File: config.mk
export PLATFORM = sky130hd
export DESIGN_NAME = pc_sequencer
export DESIGN_NICKNAME = d
export VERILOG_FILES = /design/src/rtl/pc_sequencer_pkg.sv /design/src/rtl/pc_redirect_select.sv /design/src/rtl/pc_sequencer.sv
export SDC_FILE = /design/constraint.sdc
export NUM_CORES = 1
export LEC_CHECK = 0
export BUFFER_PORTS_ARGS = -buffer_cell sky130_fd_sc_hd__buf_2
export CORE_MARGIN = 2
export CORE_UTILIZATION = 46
export CTS_BUF_LIST = sky130_fd_sc_hd__clkbuf_4 sky130_fd_sc_hd__clkbuf_8
export DETAILED_ROUTE_END_ITERATION = 10
export GPL_TIMING_DRIVEN = 0
export PLACE_DENSITY = 0.83
export SLEW_MARGIN = 20
export SYNTH_ARGS = -nofsm -noshare
export SYNTH_HDL_FRONTEND = slang
export SYNTH_SLANG_ARGS = --single-unit
File: constraint.sdc
create_clock -name clock -period 2 [get_ports clock]
set_input_delay 0.4 -clock clock [delete_from_list [all_inputs] [get_ports clock]]
set_output_delay 0.4 -clock clock [all_outputs]
set_load 0.005 [all_outputs]
File: src/rtl/pc_sequencer_pkg.sv
// Shared core constants for the PC sequencer.
//   pc_state_t         : fetch sequencer state encoding
//   DEFAULT_INITIAL_PC : reset PC used when the instantiator does not override it
package pc_sequencer_pkg;

  typedef enum logic [1:0] {
    BOOT  = 2'd0,
    ISSUE = 2'd1,
    WAIT  = 2'd2
  } pc_state_t;

  localparam logic [31:0] DEFAULT_INITIAL_PC = 32'h0000_0000;

endpackage

File: src/rtl/pc_redirect_select.sv
// Redirect source selection: trap wins over branch/jump, and the chosen target
// is forced onto the instruction alignment grid.
// Ports:
//   trap_valid/trap_target         : trap vector request
//   redirect_valid/redirect_target : branch/jump request
//   redir_valid                    : either request present
//   redir_target                   : selected, aligned target
module pc_redirect_select
  import pc_sequencer_pkg::*;
#(
  parameter int XLEN       = 32,
  parameter int ALIGN_BITS = 2
) (
  input  logic            trap_valid,
  input  logic [XLEN-1:0] trap_target,
  input  logic            redirect_valid,
  input  logic [XLEN-1:0] redirect_target,
  output logic            redir_valid,
  output logic [XLEN-1:0] redir_target
);

  localparam logic [XLEN-1:0] LOW_MASK = XLEN'((1 << ALIGN_BITS) - 1);

  logic [XLEN-1:0] raw_target;

  assign redir_valid  = trap_valid | redirect_valid;
  assign raw_target   = trap_valid ? trap_target : redirect_target;
  assign redir_target = raw_target & ~LOW_MASK;

endmodule

File: src/rtl/pc_sequencer.sv
// Instruction fetch PC sequencer with a single outstanding fetch.
// Ports:
//   clock, reset                    : rising-edge clock, async active-high reset
//   stall                           : holds off new fetch requests
//   trap_valid/trap_target          : trap redirect (highest priority)
//   redirect_valid/redirect_target  : branch/jump redirect
//   fetch_req/fetch_addr            : fetch request and its address (= pc)
//   fetch_ready                     : memory accepts the request this cycle
//   fetch_rvalid                    : memory returns the fetched word
//   out_valid/out_pc                : delivery pulse and PC of delivered word
//   pc                              : current architectural fetch PC
//
// state | meaning
// BOOT  | one idle cycle after reset release
// ISSUE | presenting fetch_req for pc (unless stalled)
// WAIT  | one fetch outstanding, waiting for fetch_rvalid
module pc_sequencer
  import pc_sequencer_pkg::*;
#(
  parameter int              XLEN       = 32,
  parameter logic [XLEN-1:0] INITIAL_PC = XLEN'(DEFAULT_INITIAL_PC),
  parameter int              IALIGN     = 32
) (
  input  logic            clock,
  input  logic            reset,
  input  logic            stall,
  input  logic            trap_valid,
  input  logic [XLEN-1:0] trap_target,
  input  logic            redirect_valid,
  input  logic [XLEN-1:0] redirect_target,
  output logic            fetch_req,
  output logic [XLEN-1:0] fetch_addr,
  input  logic            fetch_ready,
  input  logic            fetch_rvalid,
  output logic            out_valid,
  output logic [XLEN-1:0] out_pc,
  output logic [XLEN-1:0] pc
);

  localparam int              ALIGN_BITS = (IALIGN == 16) ? 1 : 2;
  localparam logic [XLEN-1:0] STEP       = XLEN'(IALIGN / 8);
  localparam logic [XLEN-1:0] LOW_MASK   = XLEN'((1 << ALIGN_BITS) - 1);
  localparam logic [XLEN-1:0] RESET_PC   = INITIAL_PC & ~LOW_MASK;

  // Declaration initialisers give FPGA bring-up the same values as reset.
  pc_state_t       state = BOOT;
  logic            kill  = 1'b0;
  logic [XLEN-1:0] pc_q  = RESET_PC;

  logic            redir_valid;
  logic [XLEN-1:0] redir_target;
  logic            accept;

  pc_redirect_select #(
    .XLEN       (XLEN),
    .ALIGN_BITS (ALIGN_BITS)
  ) u_redirect_select (
    .trap_valid      (trap_valid),
    .trap_target     (trap_target),
    .redirect_valid  (redirect_valid),
    .redirect_target (redirect_target),
    .redir_valid     (redir_valid),
    .redir_target    (redir_target)
  );

  assign fetch_req  = (state == ISSUE) && !stall;
  assign accept     = fetch_req && fetch_ready;
  assign fetch_addr = pc_q;
  assign pc         = pc_q;

  // A response is only delivered if it still belongs to the current pc:
  // neither killed by an earlier redirect nor overtaken by one this cycle.
  assign out_valid = (state == WAIT) && fetch_rvalid && !kill && !redir_valid;
  assign out_pc    = out_valid ? pc_q : '0;

  always_ff @(posedge clock or posedge reset) begin
    if (reset) begin
      state <= BOOT;
      kill  <= 1'b0;
      pc_q  <= RESET_PC;
    end else begin
      case (state)
        BOOT: begin
          if (redir_valid) pc_q <= redir_target;
          state <= ISSUE;
        end
        ISSUE: begin
          // A redirect cancels any acceptance seen in the same cycle.
          if (redir_valid) pc_q <= redir_target;
          else if (accept) state <= WAIT;
        end
        WAIT: begin
          if (fetch_rvalid) begin
            state <= ISSUE;
            kill  <= 1'b0;
            if (redir_valid)  pc_q <= redir_target;
            else if (!kill)   pc_q <= pc_q + STEP;
          end else if (redir_valid) begin
            // Fetch still in flight for the old pc: drop its response later.
            pc_q <= redir_target;
            kill <= 1'b1;
          end
        end
        default: state <= BOOT;
      endcase
    end
  end

endmodule

==> impl_metrics.py <==
metrics = {
    "cells_and_area": {
        "drive_above_1_share_pct": 53.0,
        "num_antenna_cells": 0,
        "fillers": 489,
        "syn_to_final_growth_pct": 54.1,
        "layout.nets": 630,
        "fin_cells": 636,
        "finalInstanceArea_um2": 4550,
    },
    "timing": {
        "worstMarginPinSlew_ps": 705,
        "min_period_ps": 2090,
        "setup_viol": 38,
        "hold_violations": 0,
        "fmax_mhz": 480,
        "finalMaxSlewViolations": 0,
        "final.setup.worst_slack_ps": -85.1,
        "rsz0062_at_grt": "true",
        "whs_ps": 63.5,
        "slew_headroom_pct": 53.0,
        "final.setup_skew_ps": 11.8,
        "period_share_pct": 104,
    },
    "setup_path": {
        "cp.required_ps": 2170,
        "crit_arrival_ps": 2250,
        "cp_common_cell": "buf_2",
        "cp-end-kind": "register",
        "path_buf_inv": 2,
        "max_stage_delay_ps": 510,
        "crit_family": "buffers and inverters",
        "startpoint": "kill$_DFFE_PP0P_",
        "path_max_fanout": 10,
        "r2r_setup_slack_ps": -90,
        "r2r_start": "kill$_DFFE_PP0P_",
        "crit_path_start_kind": "register",
        "cp_cell_sequence": "nor4bb_2, o21a_1, buf_2, buf_2, nor2_1, a21oi_1, o311ai_1",
        "slowest_stage": "dfrtp_2",
        "worstSetupPathType": "reg -> reg",
    },
    "synth": {
        "synth_seq_cells": 35,
        "synth_xor_area_share_pct": 0,
        "synth_top_family_by_area": "compound AO/OA/AOI/OAI gates",
        "ys.flop_type": "dfrtp_1",
        "syn_nets": 442,
        "postSynthAreaPerCell_um2": 7.97,
        "synth_fa_ha_area_share_pct": 0.424,
        "synth_compound_area_share_pct": 28.9,
        "synth_edf_count": 0,
        "syn_inst": 370,
        "synth_cell_types": 63,
        "synthMuxAreaShare_pct": 0,
        "yosysWarnings": 0,
        "ys_seq_area_share_pct": 29.7,
        "synthArstFlopShare_pct": 100,
        "synth-simple-area-share_pct": 27.5,
        "synth_area_um2": 2950,
    },
    "die": {
        "initial_core_util_pct": 47.0,
        "die-area_um2": 7070,
        "die_w_um": 84.1,
        "fp-row-count": 29,
        "ios": 169,
        "core_um2": 6280,
        "die_h_um": 84.1,
    },
    "grt": {
        "grt_pass1_wl_um": 18600,
        "antenna_found_initial": 0,
        "grt.total_usage_pct": 33.1,
        "overflow": 0,
        "grt_max_degree": 21,
        "first_global_vias": 3563,
    },
    "place": {
        "dp_hpwl_um": 8410,
        "port_buffers": 164,
        "place_area_um2": 3890,
        "dp.cells": 612,
        "place_congestion": 0.917,
    },
    "pwr": {
        "p_int_uw": 1410,
        "sw_frac_of_total_pct": 36.7,
        "power.switching_uw": 815,
        "p_seq_share_pct": 42.7,
        "powerDensity_nw_per_um2": 488,
        "pwr-share-comb_pct": 33.3,
        "p_leak_uw": 0.00221,
        "clkPwrFrac_pct": 24.0,
        "peakVddDrop_mv": 0.288,
    },
    "job": {
        "cap_violations": 0,
    },
    "drt": {
        "via_per_inst": 6.20,
        "wl_per_cell_um": 19.5,
        "drt_wl_total_um": 12400,
        "drt_pre_antenna_iters": 5,
        "vias": 3944,
        "first_iter_violations": 595,
        "drc": 0,
        "ant_nets": 0,
    },
    "clock_tree": {
        "cts.clk_slew.worst_paths_ps": 90,
        "cts_root_buf": "clkbuf_8",
        "clkSinkCount": 35,
        "numCtsBuffers": 5,
        "clk_path_buf_depth": 2,
        "htreeDepth": 2,
        "cts_tree": "built",
        "insertion_delay_ps": 310,
    },
    "run_status": {
        "violations": "setup timing",
        "outcome": "finished, violations left",
    },
    "min_path": {
        "hold_class": "in -> async",
    },
}
## through the flow
stage	util, %	setup TNS [ps]	total power [uW]	setup slack (ps)
5_1_grt	72.4	-4130	2320	-145
3_5_place_dp	62.0	-11530	1600	-377
2_1_floorplan	-	0	1270	163
3_3_place_gp	61.6	-10920	1580	-366
4_1_cts	67.7	-2540	2130	-94.5
6_report	72.4	-2290	2220	-85.1
## worst reg2reg max path: stages, from the launching register on
cell and delay [ps]:
dfrtp_2 510, nor4bb_2 390, o21a_1 190, buf_2 240, buf_2 300, nor2_1 80
a21oi_1 130, o311ai_1 110
## final timing paths
| check | to | cells after the start |
|---|---|---|
| setup / recovery | fetch_addr[18]$_DFFE_PP0P_ | 7 |
| hold / removal | state[1]$_DFFE_PP0P_ | 2 |
| setup reg to reg | fetch_addr[18]$_DFFE_PP0P_ | 7 |
| hold reg to reg | fetch_addr[0]$_DFFE_PP0P_ | 1 |
| max in group asynchronous | fetch_addr[16]$_DFFE_PP0P_ | 3 |
| min in group clock | state[0]$_DFFE_PP0P_ | 2 |
## power by group through the flow
stage / sequential, uW / combinational (uW) / clock, uW
finish: 948 / 740 / 533
global route: 962 / 798 / 563
CTS: 926 / 683 / 522
detailed placement: 934 / 666 / 0
global placement: 930 / 648 / 0
floorplan: 903 / 372 / 0
## placed cells by master (no fill, tap or decap), types with 4 or more instances in the layout
cell	n
a21oi_1	33
a22oi_1	13
a31oi_1	5
and2_1	10
and2_4	22
and3_1	5
buf_2	145
buf_4	45
buf_6	29
buf_8	6
clkbuf_1	11
clkbuf_8	5
dfrtp_1	25
dfrtp_2	10
inv_1	9
nand2_1	19
nand3_1	15
nand4_1	12
nor2_1	19
nor3_1	4
nor4_1	4
o211ai_1	9
o21ai_0	15
o22ai_1	9
## synthesized netlist by cell type, types with 3 or more instances
cell type | count | area share, %
a21o_1 | 3 | 0.76
a21oi_1 | 33 | 5.6
a22o_1 | 3 | 0.89
a22oi_1 | 13 | 3.3
a311o_1 | 3 | 1.0
a31oi_1 | 5 | 1.1
and2_1 | 31 | 6.6
and3_1 | 5 | 1.1
and4_1 | 3 | 0.89
buf_1 | 3 | 0.38
buf_2 | 8 | 1.4
buf_4 | 33 | 8.4
clkbuf_1 | 16 | 2.0
dfrtp_1 | 35 | 30
inv_1 | 10 | 1.3
nand2_1 | 19 | 2.4
nand3_1 | 15 | 2.5
nand4_1 | 12 | 2.5
nor2_1 | 20 | 2.5
nor3_1 | 5 | 0.85
nor4_1 | 7 | 1.5
o211ai_1 | 9 | 2.3
o21ai_0 | 15 | 2.5
o21ai_1 | 4 | 0.68
o22a_1 | 3 | 0.89
o22ai_1 | 9 | 1.9
o311ai_1 | 4 | 1.2
## layout make-up
class	count	area, um^2	area share [%]
Multi-Input combinational cell	265	1870	41.1
Inverter	10	37.5	0.826
Sequential cell	35	888	19.5
Buffer	60	438	9.63
Tap cell	77	96.3	2.12
Clock buffer	5	68.8	1.51
Clock inverter	3	15.0	0.330
Timing Repair Buffer	181	1130	24.9
## registers in the layout, indices dropped and copies added (netlist names)
signal	flops
kill	1
state	2
fetch_addr	32
## cell families after synthesis
group | after synthesis
AOI/OAI and AO/OA | 127
adders and majority gates | 1
buffers and inverters | 70
DFF | 35
and+or+nand+nor | 137
## metal layers
| metal | vias to the layer above | track usage [%] | routed length (um) | part of all wire, % |
|---|---|---|---|---|
| li1 | 1745 | - | - | - |
| met1 | 1833 | 45.3 | 4760 | 38 |
| met2 | 310 | 51.9 | 5710 | 46 |
| met3 | 56 | 6.63 | 1490 | 12 |
| met4 | 0 | 12.0 | 426 | 3.4 |
| met5 | - | 0 | 0 | 0 |
## repair_timing
action	in CTS	in global routing
hold buffers	0	0
pin swaps	7	10
buffers inserted	4	9
endpoints found under the setup margin	43	51
resized for setup	56	58
cloned	3	0
Power figures use the tool's default switching activity.
